### config.mk
export PLATFORM = sky130hd
export DESIGN_NAME = riscv_boot_ctrl_flat
export DESIGN_NICKNAME = d
export VERILOG_FILES = /design/src/rtl/riscv_boot_ctrl_if.sv /design/src/rtl/riscv_boot_ctrl.sv /design/src/flat_wrapper.sv
export SDC_FILE = /design/constraint.sdc
export NUM_CORES = 1
export LEC_CHECK = 0
export ABC_AREA = 1
export BUFFER_PORTS_ARGS = -buffer_cell sky130_fd_sc_hd__buf_2
export CAP_MARGIN = 10
export CELL_PAD_IN_SITES_DETAIL_PLACEMENT = 1
export CELL_PAD_IN_SITES_GLOBAL_PLACEMENT = 2
export CORE_AREA = 2 2 97 193
export DETAILED_ROUTE_END_ITERATION = 10
export DIE_AREA = 0 0 99 195
export GPL_TIMING_DRIVEN = 0
export PLACE_DENSITY = 0.69
export SLEW_MARGIN = 20
export SYNTH_ARGS = -nofsm -noshare
export SYNTH_HDL_FRONTEND = slang
export SYNTH_SLANG_ARGS = --single-unit
### constraint.sdc
create_clock -name clk -period 4.43 [get_ports clk]
set_clock_uncertainty 0.05 [all_clocks]
set_input_delay 0.2215 -clock clk [delete_from_list [all_inputs] [get_ports clk]]
set_output_delay 0.2215 -clock clk [all_outputs]
set_load 0.01 [all_outputs]
### src/rtl/riscv_boot_ctrl_if.sv
// Programmer-to-memory bus of the boot controller: UART programmer write port on one
// side, imem/dmem write port on the other.
interface riscv_boot_ctrl_if #(
    parameter int ADDR_W = 15
);
    logic              upg_wen_i;
    logic [ADDR_W-1:0] upg_adr_i;
    logic [31:0]       upg_dat_i;
    logic              upg_done_i;
    logic              upg_rst_o;
    logic              imem_wen_o;
    logic              dmem_wen_o;
    logic [ADDR_W-2:0] mem_adr_o;
    logic [31:0]       mem_dat_o;

    modport master (
        output upg_wen_i, upg_adr_i, upg_dat_i, upg_done_i,
        input  upg_rst_o, imem_wen_o, dmem_wen_o, mem_adr_o, mem_dat_o
    );

    modport slave (
        input  upg_wen_i, upg_adr_i, upg_dat_i, upg_done_i,
        output upg_rst_o, imem_wen_o, dmem_wen_o, mem_adr_o, mem_dat_o
    );
endinterface

### src/rtl/riscv_boot_ctrl.sv
// Boot sequencer: switches the core between RUN and UART programming, holds it in reset
// while programming and routes programmer writes to imem or dmem by one address bit.
module riscv_boot_ctrl #(
    parameter int ADDR_W      = 15,
    parameter int SEL_BIT     = 14,
    parameter int HOLD_CYCLES = 16,
    parameter int TIMEOUT     = 2**24
) (
    input  logic              clk,
    input  logic              rst_n,
    input  logic              start_pg,
    riscv_boot_ctrl_if.slave  bus,
    output logic              cpu_rst_o,
    output logic [15:0]       word_cnt_o,
    output logic [1:0]        mode_o,
    output logic              err_o
);
    typedef enum logic [1:0] {
        MODE_RUN  = 2'b00,
        MODE_PROG = 2'b01,
        MODE_HOLD = 2'b10
    } mode_e;

    localparam int HW = $clog2(HOLD_CYCLES + 1);
    localparam int IW = $clog2(TIMEOUT);

    mode_e             state_q;
    logic [HW-1:0]     hold_cnt_q;
    logic [IW-1:0]     idle_cnt_q;
    logic              start_prev_q;
    logic              cpu_rst_q;
    logic              upg_rst_q;
    logic              imem_wen_q;
    logic              dmem_wen_q;
    logic [ADDR_W-2:0] mem_adr_q;
    logic [31:0]       mem_dat_q;
    logic [15:0]       word_cnt_q;
    logic              err_q;

    logic              wr_d;
    logic [ADDR_W-2:0] mem_adr_d;
    logic [15:0]       word_cnt_d;

    // Squeeze SEL_BIT out of the programmer address: bits below it stay, bits above shift down.
    function automatic logic [ADDR_W-2:0] dropSel(input logic [ADDR_W-1:0] a);
        logic [ADDR_W-1:0] mask;
        logic [ADDR_W-1:0] merged;
        mask   = (ADDR_W'(1) << SEL_BIT) - ADDR_W'(1);
        merged = (a & mask) | ((a >> 1) & ~mask);
        return merged[ADDR_W-2:0];
    endfunction

    always_comb begin
        wr_d       = (state_q == MODE_PROG) && bus.upg_wen_i;
        mem_adr_d  = dropSel(bus.upg_adr_i);
        word_cnt_d = (word_cnt_q == 16'hFFFF) ? word_cnt_q : word_cnt_q + 16'd1;
    end

    always_ff @(posedge clk) begin
        if (!rst_n) begin
            state_q      <= MODE_HOLD;
            hold_cnt_q   <= '0;
            idle_cnt_q   <= '0;
            start_prev_q <= 1'b1;
            cpu_rst_q    <= 1'b1;
            upg_rst_q    <= 1'b1;
            imem_wen_q   <= 1'b0;
            dmem_wen_q   <= 1'b0;
            mem_adr_q    <= '0;
            mem_dat_q    <= '0;
            word_cnt_q   <= '0;
            err_q        <= 1'b0;
        end else begin
            start_prev_q <= start_pg;
            imem_wen_q   <= wr_d && !bus.upg_adr_i[SEL_BIT];
            dmem_wen_q   <= wr_d && bus.upg_adr_i[SEL_BIT];
            if (wr_d) begin
                mem_adr_q  <= mem_adr_d;
                mem_dat_q  <= bus.upg_dat_i;
                word_cnt_q <= word_cnt_d;
            end

            case (state_q)
                MODE_HOLD: begin
                    if (hold_cnt_q == HW'(HOLD_CYCLES - 1)) begin
                        state_q    <= MODE_RUN;
                        hold_cnt_q <= '0;
                        cpu_rst_q  <= 1'b0;
                    end else begin
                        hold_cnt_q <= hold_cnt_q + HW'(1);
                    end
                end
                MODE_RUN: begin
                    if (start_pg && !start_prev_q) begin
                        state_q    <= MODE_PROG;
                        cpu_rst_q  <= 1'b1;
                        upg_rst_q  <= 1'b0;
                        word_cnt_q <= '0;
                        err_q      <= 1'b0;
                        idle_cnt_q <= '0;
                    end
                end
                MODE_PROG: begin
                    if (wr_d) begin
                        idle_cnt_q <= '0;
                    end else begin
                        idle_cnt_q <= idle_cnt_q + IW'(1);
                    end
                    // Done is checked first so a simultaneous timeout never raises err.
                    if (bus.upg_done_i) begin
                        state_q    <= MODE_HOLD;
                        hold_cnt_q <= '0;
                        upg_rst_q  <= 1'b1;
                    end else if (!wr_d && idle_cnt_q == IW'(TIMEOUT - 1)) begin
                        state_q    <= MODE_HOLD;
                        hold_cnt_q <= '0;
                        upg_rst_q  <= 1'b1;
                        err_q      <= 1'b1;
                    end
                end
                default: begin
                    state_q    <= MODE_HOLD;
                    hold_cnt_q <= '0;
                    cpu_rst_q  <= 1'b1;
                    upg_rst_q  <= 1'b1;
                end
            endcase
        end
    end

    assign cpu_rst_o      = cpu_rst_q;
    assign word_cnt_o     = word_cnt_q;
    assign mode_o         = state_q;
    assign err_o          = err_q;
    assign bus.upg_rst_o  = upg_rst_q;
    assign bus.imem_wen_o = imem_wen_q;
    assign bus.dmem_wen_o = dmem_wen_q;
    assign bus.mem_adr_o  = mem_adr_q;
    assign bus.mem_dat_o  = mem_dat_q;
endmodule
### src/flat_wrapper.sv
// flat-port wrapper written by rule: the top's interface ports become plain ports
module riscv_boot_ctrl_flat 
#(
    parameter int ADDR_W      = 15,
    parameter int SEL_BIT     = 14,
    parameter int HOLD_CYCLES = 16,
    parameter int TIMEOUT     = 2**24
)
  (clk, rst_n, start_pg, cpu_rst_o, word_cnt_o, mode_o, err_o, bus_upg_wen_i, bus_upg_adr_i, bus_upg_dat_i, bus_upg_done_i, bus_upg_rst_o, bus_imem_wen_o, bus_dmem_wen_o, bus_mem_adr_o, bus_mem_dat_o);
  riscv_boot_ctrl_if #(.ADDR_W(ADDR_W)) bus_i ();
  input  logic clk;
  input  logic rst_n;
  input  logic start_pg;
  output logic cpu_rst_o;
  output logic [15:0] word_cnt_o;
  output logic [1:0] mode_o;
  output logic err_o;
  input wire logic [$bits(bus_i.upg_wen_i)-1:0] bus_upg_wen_i;
  input wire logic [$bits(bus_i.upg_adr_i)-1:0] bus_upg_adr_i;
  input wire logic [$bits(bus_i.upg_dat_i)-1:0] bus_upg_dat_i;
  input wire logic [$bits(bus_i.upg_done_i)-1:0] bus_upg_done_i;
  output wire logic [$bits(bus_i.upg_rst_o)-1:0] bus_upg_rst_o;
  output wire logic [$bits(bus_i.imem_wen_o)-1:0] bus_imem_wen_o;
  output wire logic [$bits(bus_i.dmem_wen_o)-1:0] bus_dmem_wen_o;
  output wire logic [$bits(bus_i.mem_adr_o)-1:0] bus_mem_adr_o;
  output wire logic [$bits(bus_i.mem_dat_o)-1:0] bus_mem_dat_o;
  assign bus_i.upg_wen_i = bus_upg_wen_i;
  assign bus_i.upg_adr_i = bus_upg_adr_i;
  assign bus_i.upg_dat_i = bus_upg_dat_i;
  assign bus_i.upg_done_i = bus_upg_done_i;
  assign bus_upg_rst_o = bus_i.upg_rst_o;
  assign bus_imem_wen_o = bus_i.imem_wen_o;
  assign bus_dmem_wen_o = bus_i.dmem_wen_o;
  assign bus_mem_adr_o = bus_i.mem_adr_o;
  assign bus_mem_dat_o = bus_i.mem_dat_o;
  riscv_boot_ctrl #(.ADDR_W(ADDR_W), .SEL_BIT(SEL_BIT), .HOLD_CYCLES(HOLD_CYCLES), .TIMEOUT(TIMEOUT)) u_core (.clk(clk), .rst_n(rst_n), .start_pg(start_pg), .bus(bus_i), .cpu_rst_o(cpu_rst_o), .word_cnt_o(word_cnt_o), .mode_o(mode_o), .err_o(err_o));
endmodule
# Yosys cells after proc, flatten, opt, wreduce, memory -nomap -nowiden
# Index checks and enable logic that the tools add are counted.
# word_totals
reg_bits	99
out_inout_bits	69
in_bits	52
word_cells	69
# classes
bitwise_logic	3
reduce_logical	16
add_sub_neg	3
eq_ne	10
mux	25
# ops
op	count
$mux W16	4
$mux W24	2
$pmux W24 S2	1
$add A24 B1 Y24 const B	1
$eq A24 B24 Y1 const B	1
$add A16 B1 Y16 const B	1
$eq A16 B16 Y1 const B	1
$mux W5	3
$pmux W5 S3	1
$reduce_and A3 Y1	3
$mux W2	4
$mux W1	6
$pmux W1 S3	2
$pmux W2 S3	1
$add A5 B1 Y5 const B	1
$eq A5 B4 Y1 const B	1
$logic_and A1 B1 Y1	5
$ne A2 B1 Y1 const B	2
$ne A2 B2 Y1 const B	2
$reduce_and A2 Y1	2
$reduce_and A4 Y1	1
$logic_not A1 Y1	3
$ne A3 B3 Y1 const B	1
$not A1 Y1	3
5 further kinds	5

# Logic depth before layout (Yosys ltp)
# Gate-level depths: netlist of run 1.
# depth
word_depth	7
ltp_mapped	10
mapped_depth_nobuf	10

# Least setup slack after synthesis of run 1
# Ideal clock, no wire load.
# synth_path
kind	register to register
start	register u_core.idle_cnt_q[0]
end	register u_core.upg_rst_q, in the netlist u_core.bus.upg_rst_o
path_stages_with_launch	11
t_arrival_ns	1.403
slack_ns	2.846
setup_time_ns	0.130
path_cell_list	dfxtp_1 > ha_1 > nand2_1 > nor2_1 > nand2_1 > nor2_1 > nand3_1 > nand2_2 > nand3_1 > nand2_1 > nand3_1
# synth_between
elab_chain_cells	4
# synth_lines
element	line	rtl
start: declaration	riscv_boot_ctrl.sv:29	logic [IW-1:0] idle_cnt_q;
start signal: assignment	riscv_boot_ctrl.sv:107	idle_cnt_q <= idle_cnt_q + IW'(1);
$eq A24 B24 Y1	riscv_boot_ctrl.sv:114	end else if (!wr_d && idle_cnt_q == IW'(TIMEOUT - 1)) begin
$logic_and A1 B1 Y1	riscv_boot_ctrl.sv:114	
$ne A3 B3 Y1 (no line)	--	
$reduce_and A3 Y1 (no line)	--	
end signal: assignment	riscv_boot_ctrl.sv:113	upg_rst_q <= 1'b1;
end signal: assignment	riscv_boot_ctrl.sv:117	upg_rst_q <= 1'b1;
end signal: assignment	riscv_boot_ctrl.sv:125	upg_rst_q <= 1'b1;
end: declaration	riscv_boot_ctrl.sv:32	logic upg_rst_q;
# No other way between the ends.
# A chain may end at the register's enable or synchronous reset.

# Worst setup path after layout of run 1
# layout_path
start	register u_core.idle_cnt_q[0]
end	register u_core.hold_cnt_q[1]
# layout_between
elab_chain_cells	4
# layout_lines
element	line	rtl
$eq A24 B24 Y1	riscv_boot_ctrl.sv:114	
$logic_and A1 B1 Y1	riscv_boot_ctrl.sv:114	
$ne A3 B3 Y1 (no line)	--	
$reduce_and A2 Y1 (no line)	--	
end signal: assignment	riscv_boot_ctrl.sv:90	hold_cnt_q <= hold_cnt_q + HW'(1);
end: declaration	riscv_boot_ctrl.sv:28	logic [HW-1:0] hold_cnt_q;
# No other way between the ends.

==> results of run 1 <==
-- kinds of logic (layout without fill, tap and decap cells) --
| kind of cell | count (synthesis) | count (layout) | share of synthesized area |
|---|---|---|---|
| DFF | 99 | 99 | 0.4486 |
| AOI/OAI and AO/OA | 112 | 112 | 0.1331 |
| buffers and inverters | 79 | 216 | 0.06938 |
| adders and majority gates | 3 | 3 | 0.008497 |
| xor gates and xnor gates | 3 | 3 | 0.005948 |
| and+or+nand+nor | 348 | 348 | 0.3345 |
-- power by group --
part / switching, mW / internal [mW] / leakage, nW
logic: 0.0305 / 0.0232 / 1.61
registers: 0.00344 / 0.892 / 0.798
clock network: 0.392 / 0.448 / 0.153
-- critical path, stage by stage, from the launching register on --
cell,delay [ns]
dfxtp_1,0.40
ha_1,0.22
nand2_1,0.06
nor2_1,0.21
nand2_1,0.21
nor2_1,0.20
nand3_1,0.17
nand2_2,0.17
nand2_2,0.10
nand2_1,0.07
a21oi_1,0.05
-- registers in the layout, indices dropped and copies added (netlist names) --
| name | count |
|---|---|
| u_core.bus.dmem_wen_o | 1 |
| u_core.bus.mem_adr_o | 14 |
| u_core.start_prev_q | 1 |
| u_core.err_o | 1 |
| u_core.bus.upg_rst_o | 1 |
| u_core.cpu_rst_o | 1 |
| u_core.hold_cnt_q | 5 |
| u_core.bus.mem_dat_o | 32 |
| u_core.word_cnt_o | 16 |
| u_core.idle_cnt_q | 24 |
| u_core.bus.imem_wen_o | 1 |
| u_core.mode_o | 2 |
-- area by class of cell --
cell class / count / area, sq um / share of cell area
multi-input combinational: 466 / 2130 / 0.3801
sequential: 99 / 1982 / 0.3537
timing repair buffer: 121 / 610.6 / 0.1090
tap: 213 / 266.5 / 0.04757
clock buffer: 9 / 225.2 / 0.04020
inverter: 58 / 217.7 / 0.03886
buffer: 21 / 88.84 / 0.01586
clock inverter: 7 / 82.58 / 0.01474
-- cells in the final DEF (no fill, tap or decap), types with 2 or more instances in the layout --
master,instances
clkinv_2,2
nor3_2,2
or2_2,3
inv_6,3
dfxtp_1,99
o21ai_1,3
inv_1,52
a21o_1,2
nor3_1,10
xor2_1,2
nand3b_1,2
nand4_1,10
nor2_1,149
clkbuf_1,14
a31oi_1,3
inv_2,6
buf_2,125
nand2_2,6
ha_1,3
a21oi_1,35
a211oi_1,3
nand3_1,41
o21ai_0,62
nor2_2,7
clkbuf_16,9
nand2_1,114
-- final timing paths --
kind	start	slack, ns	to
min	bus_upg_dat_i[23]	0.04	u_core.bus.mem_dat_o[23]
max reg2reg	u_core.idle_cnt_q[0]	2.38	u_core.hold_cnt_q[1]
min reg2reg	u_core.hold_cnt_q[4]	0.40	u_core.hold_cnt_q[4]
max	u_core.idle_cnt_q[0]	2.38	u_core.hold_cnt_q[1]
-- stage by stage --
| stage | std cells | power, mW | util | area, sq um |
|---|---|---|---|---|
| 2_1_floorplan | 644 | 0.9343 | - | 4418 |
| 3_3_place_gp | 977 | 0.9689 | 0.2986 | 5285 |
| 3_5_place_dp | 977 | 0.9700 | 0.2986 | 5285 |
| 4_1_cts | 994 | 1.822 | 0.3166 | 5603 |
| 5_1_grt | 994 | 1.858 | 0.3166 | 5603 |
| 6_report | 994 | 1.789 | 0.3166 | 5603 |
-- metal layers --
metal,global-route usage,up-vias
met3,0.03865,30
met2,0.3313,121
met1,0.1624,2220
met5,0,-
li1,-,2344
met4,0.07712,0
-- what timing repair did --
action | CTS | global route
resized for setup | 0 | 0
endpoints found under the hold margin | 1 | 0
setup buffers | 0 | 0
hold buffers | 1 | 0
==> results.txt, run 1 <==
Status -> complete, no violations
Asr flop ratio synth -> 0
Total iterations of the first detailed-routing run -> 4
First-pass GRT wire length -> 25860 um
Worst Reg-to-Reg Cells -> 10
Fillers -> 2257
Worst setup margin -> 2.382 ns
Overall Global Routing Usage -> 0.1697
Routed wl met2 -> 9109 um
Final setup viols -> 0
TNS Setup -> 0 ns
RSZ-0062 raised after global routing -> no
WP data required -> 4.60 ns
# rows -> 69
Setup CP Type -> flip-flop to flip-flop
Leading area contributor after synthesis -> dfxtp_1
Hold path cells -> 3
Startpoint types -> flip-flop
Flops & latches, synth -> 99
Final Wtd Congestion -> 0.7960
Drt total wl -> 16120 um
Area of the die -> 19310 sq um
GRT overflow -> 0
Primary FF master, synth -> dfxtp_1
M1 WL -> 5661 um
Largest net degree at the start of global routing -> 19
CTS max path bufs -> 2
Layout area overhead -> 26.82%
Hold WC Path Type -> input pin to flip-flop
Slew headroom -> 0.5145
Hold Vio Cnt, Final -> 0
Share of the synthesized area in the top cell type -> 0.4486
Period Utilization, post-route -> 0.4624
Synth Cell Area -> 4418 sq um
Top post-synthesis cells by area -> dfxtp_1 (45%), nor2_1 (13%), nand2_1 (9.7%), o21ai_0 (7.0%), nand3_1 (4.6%)
Dpl hpwl -> 12950 um
Top cells by count, synth -> nor2_1 (149), nand2_1 (114), dfxtp_1 (99)
Die height -> 195 um
Crit-path max FO -> 5
Syn nets -> 699
Metal3 WL -> 813 um
I/O pin count -> 121
Number of global-route vias before repair -> 5126
CTS clk-pin slew, worst paths -> 0.08 ns
Peak Freq -> 0.4882 GHz
Pre-CTS WS -> 2.337 ns
Final nets -> 831
Max-slew violations -> 0
Synth warn -> 0
Count leader, synth -> nor2_1
Yosys cell types -> 34
Layout cells sized above 1 -> 0.2164
Avg Cell Area, Syn -> 6.860 sq um
Detailed-route via count -> 4715
P_leak -> 2.559 nW
Clock H-tree levels -> 3
Hold_ws -> 0.03760 ns
Core area -> 17700 sq um
Initial Utilization -> 0.2496
Mapped Cells -> 644
Total CTS buffers -> 9
Max cap viols -> 0
Initial antenna violation count -> 0
Latest clock arrival within the worst-skew pair -> 0.35 ns
Max VDD drop -> 171.6 uV
DRC Markers -> 0
Detail Route Antenna Nets -> 0
ANT cells -> 0
Fin crit period -> 2.048 ns
Top routing layer used -> met4
Crit end category -> flip-flop
CTS Sinks -> 99
Sequential share of the synthesized area -> 0.4486
TritonCTS clock tree -> built
Port-buffer cells -> 120
Slew @ Worst Pin -> 0.7282 ns
Worst EP arrival -> 2.22 ns
Initial DRC count -> 94
Post-DR wirelength/cell -> 16.22 um
Clk Tree Root Cell -> clkbuf_16
EDFF count, synth -> 0
Via-to-Cell Ratio -> 4.743
Die width -> 99 um
Power Dens Cells -> 319.3 nW/um^2
Note: power is estimated with default switching activity, not from simulation.
==> inputs of run 2 (changes only) <==
clock period = 2.1 ns   (was 4.43 ns; I/O delays follow)
==> run 2 against run 1 <==
Via count up 3.4%. Highest routed layer unchanged. Critical path type unchanged. First-iteration DRC count increased by 16%. Worst setup slack worse by 2.2 ns. Die area did not move. Sequential cell count is the same.
==> results.txt, run 2 (synthesized netlist as in run 1, its figures left out) <==
Die height -> 195 um
Layout area overhead -> 37.64%
Crit path cell chain -> nor2_2, nand2_1, inv_2, nor2_2, inv_2, a211oi_1
Initial antenna violation count -> 0
Combinational power share -> 0.048
Max cap viols -> 0
Power Dens Cells -> 633.6 nW/um^2
Crit-path max FO -> 10
Core area -> 17700 sq um
Via-to-Cell Ratio -> 4.685
Dpl hpwl -> 12950 um
Post CTS Setup Buffer Count -> 0
P_leak -> 2.756 nW
Layout cells sized above 1 -> 0.2065
Drt total wl -> 16730 um
Net Sw Power -> 919.6 uW
GRT overflow -> 0
First-pass GRT wire length -> 26760 um
Port-buffer cells -> 120
Area of the die -> 19310 sq um
Total iterations of the first detailed-routing run -> 4
Hold path cells -> 4
Number of global-route vias before repair -> 5329
Critical path's largest stage delay -> 0.50 ns
Die width -> 99 um
CP max stage cell -> dfxtp_1
Met2 Use GR -> 0.3483
Slew @ Worst Pin -> 0.7229 ns
Final Wtd Congestion -> 0.7960
Global route hottest layer -> met2
Worst Reg-to-Reg Cells -> 6
I/O pin count -> 121
RSZ-0062 raised after global routing -> no
Clk pwr share -> 0.462
Fillers -> 2236
Final setup viols -> 0
Setup CP Type -> flip-flop to flip-flop
Detail Route Antenna Nets -> 0
Status -> complete, no violations
Overall Global Routing Usage -> 0.1754
Max FFs per register -> 32
Clk Tree Root Cell -> clkbuf_16
CTS Sinks -> 99
Crit end category -> flip-flop
Worst EP arrival -> 2.12 ns
Hold Vio Cnt, Final -> 0
Peak Freq -> 0.5223 GHz
Clock H-tree levels -> 3
Max-slew violations -> 0
Period Utilization, post-route -> 0.9118
# rows -> 69
P_int -> 2.933 mW
CTS max path bufs -> 2
Post-DR wirelength/cell -> 16.07 um
Largest net degree at the start of global routing -> 19
Final Power -> 3.853 mW
Initial Utilization -> 0.2496
Met1 layer usage reported by global route -> 0.1662
Most common cell after layout, fill and taps aside -> nor2_1
CTS clk-pin slew, worst paths -> 0.08 ns
Sequential power share -> 0.490
ANT cells -> 0
TNS Setup -> 0 ns
Switching Share -> 0.2387
Max VDD drop -> 374.4 uV
Met3 GRT Util -> 0.03579
TritonCTS clock tree -> built
Commonest cells after routing, fill and taps aside -> nor2_1 (148), buf_2 (125), nand2_1 (113), dfxtp_1 (99), o21ai_0 (62)
WP data required -> 2.31 ns
Total CTS buffers -> 9
Slew headroom -> 0.5181
Initial DRC count -> 109
Final nets -> 878
Detailed-route via count -> 4877
Hold WC Path Type -> input pin to flip-flop
DRC Markers -> 0
Fin crit period -> 1.915 ns
Startpoint types -> flip-flop
Latest clock arrival within the worst-skew pair -> 0.35 ns
==> run 2: worst max-delay path, delay by kind of cell (launching register included) <==
family | cells | cell delay, ns
AO/OA/AOI/OAI | 1 | 0.26
buffers and inverters | 2 | 0.30
flip-flops | 1 | 0.50
AND/OR/NAND/NOR | 3 | 0.69
==> run 2: path summary, 6_finish.rpt <==
path                   startpoint               endpoint  slack (ns)
max              u_core.mode_o[0]  u_core.word_cnt_o[12]        0.19
min                bus_upg_done_i       u_core.mode_o[0]        0.08
max reg2reg      u_core.mode_o[0]  u_core.word_cnt_o[12]        0.19
min reg2reg  u_core.hold_cnt_q[4]   u_core.hold_cnt_q[4]        0.40
==> run 2: what timing repair did <==
action	CTS	global route
hold buffers	48	0
endpoints found under the setup margin	4	9
endpoints found under the hold margin	49	0
resized for setup	1	2
==> run 2: area by class of cell <==
class | count | area, sq um | share of cell area
inverters | 58 | 220.2 | 0.03621
multi-input cells | 466 | 2135 | 0.3510
flip-flops and latches | 99 | 1982 | 0.3259
plain buffers | 21 | 88.84 | 0.01461
repair buffers | 168 | 1081 | 0.1778
well taps | 213 | 266.5 | 0.04383
clock inverters | 7 | 82.58 | 0.01358
clock buffers | 9 | 225.2 | 0.03704
==> run 2: through the flow <==
step                      worst slack (ns)  cell area, sq um  cells  utilization  hold slack, ns
final                               0.1852              6081   1041       0.3436         0.08421
after global routing              0.005651              6081   1041       0.3436          0.1090
after CTS                          0.04813              6076   1041       0.3433         0.08017
after detailed placement          0.007043              5285    977       0.2986          0.2448
after global placement             0.05780              5285    977       0.2986          0.2395
after floorplan                     0.5163              4418    644            -          0.1343
==> run 2: layer usage <==
layer | routed length (um) | vias up
li1 | - | 2437
met5 | 0 | -
met4 | 532 | 0
met1 | 5915 | 2293
met3 | 711 | 30
met2 | 9566 | 117
==> run 2: power groups by stage <==
stage / registers, mW / clock network, mW / logic, mW
global placement: 1.93 / 0 / 0.112
CTS: 1.89 / 1.84 / 0.184
detailed placement: 1.93 / 0 / 0.114
global route: 1.89 / 1.91 / 0.201
floorplan: 1.93 / 0 / 0.0402
finish: 1.89 / 1.78 / 0.183
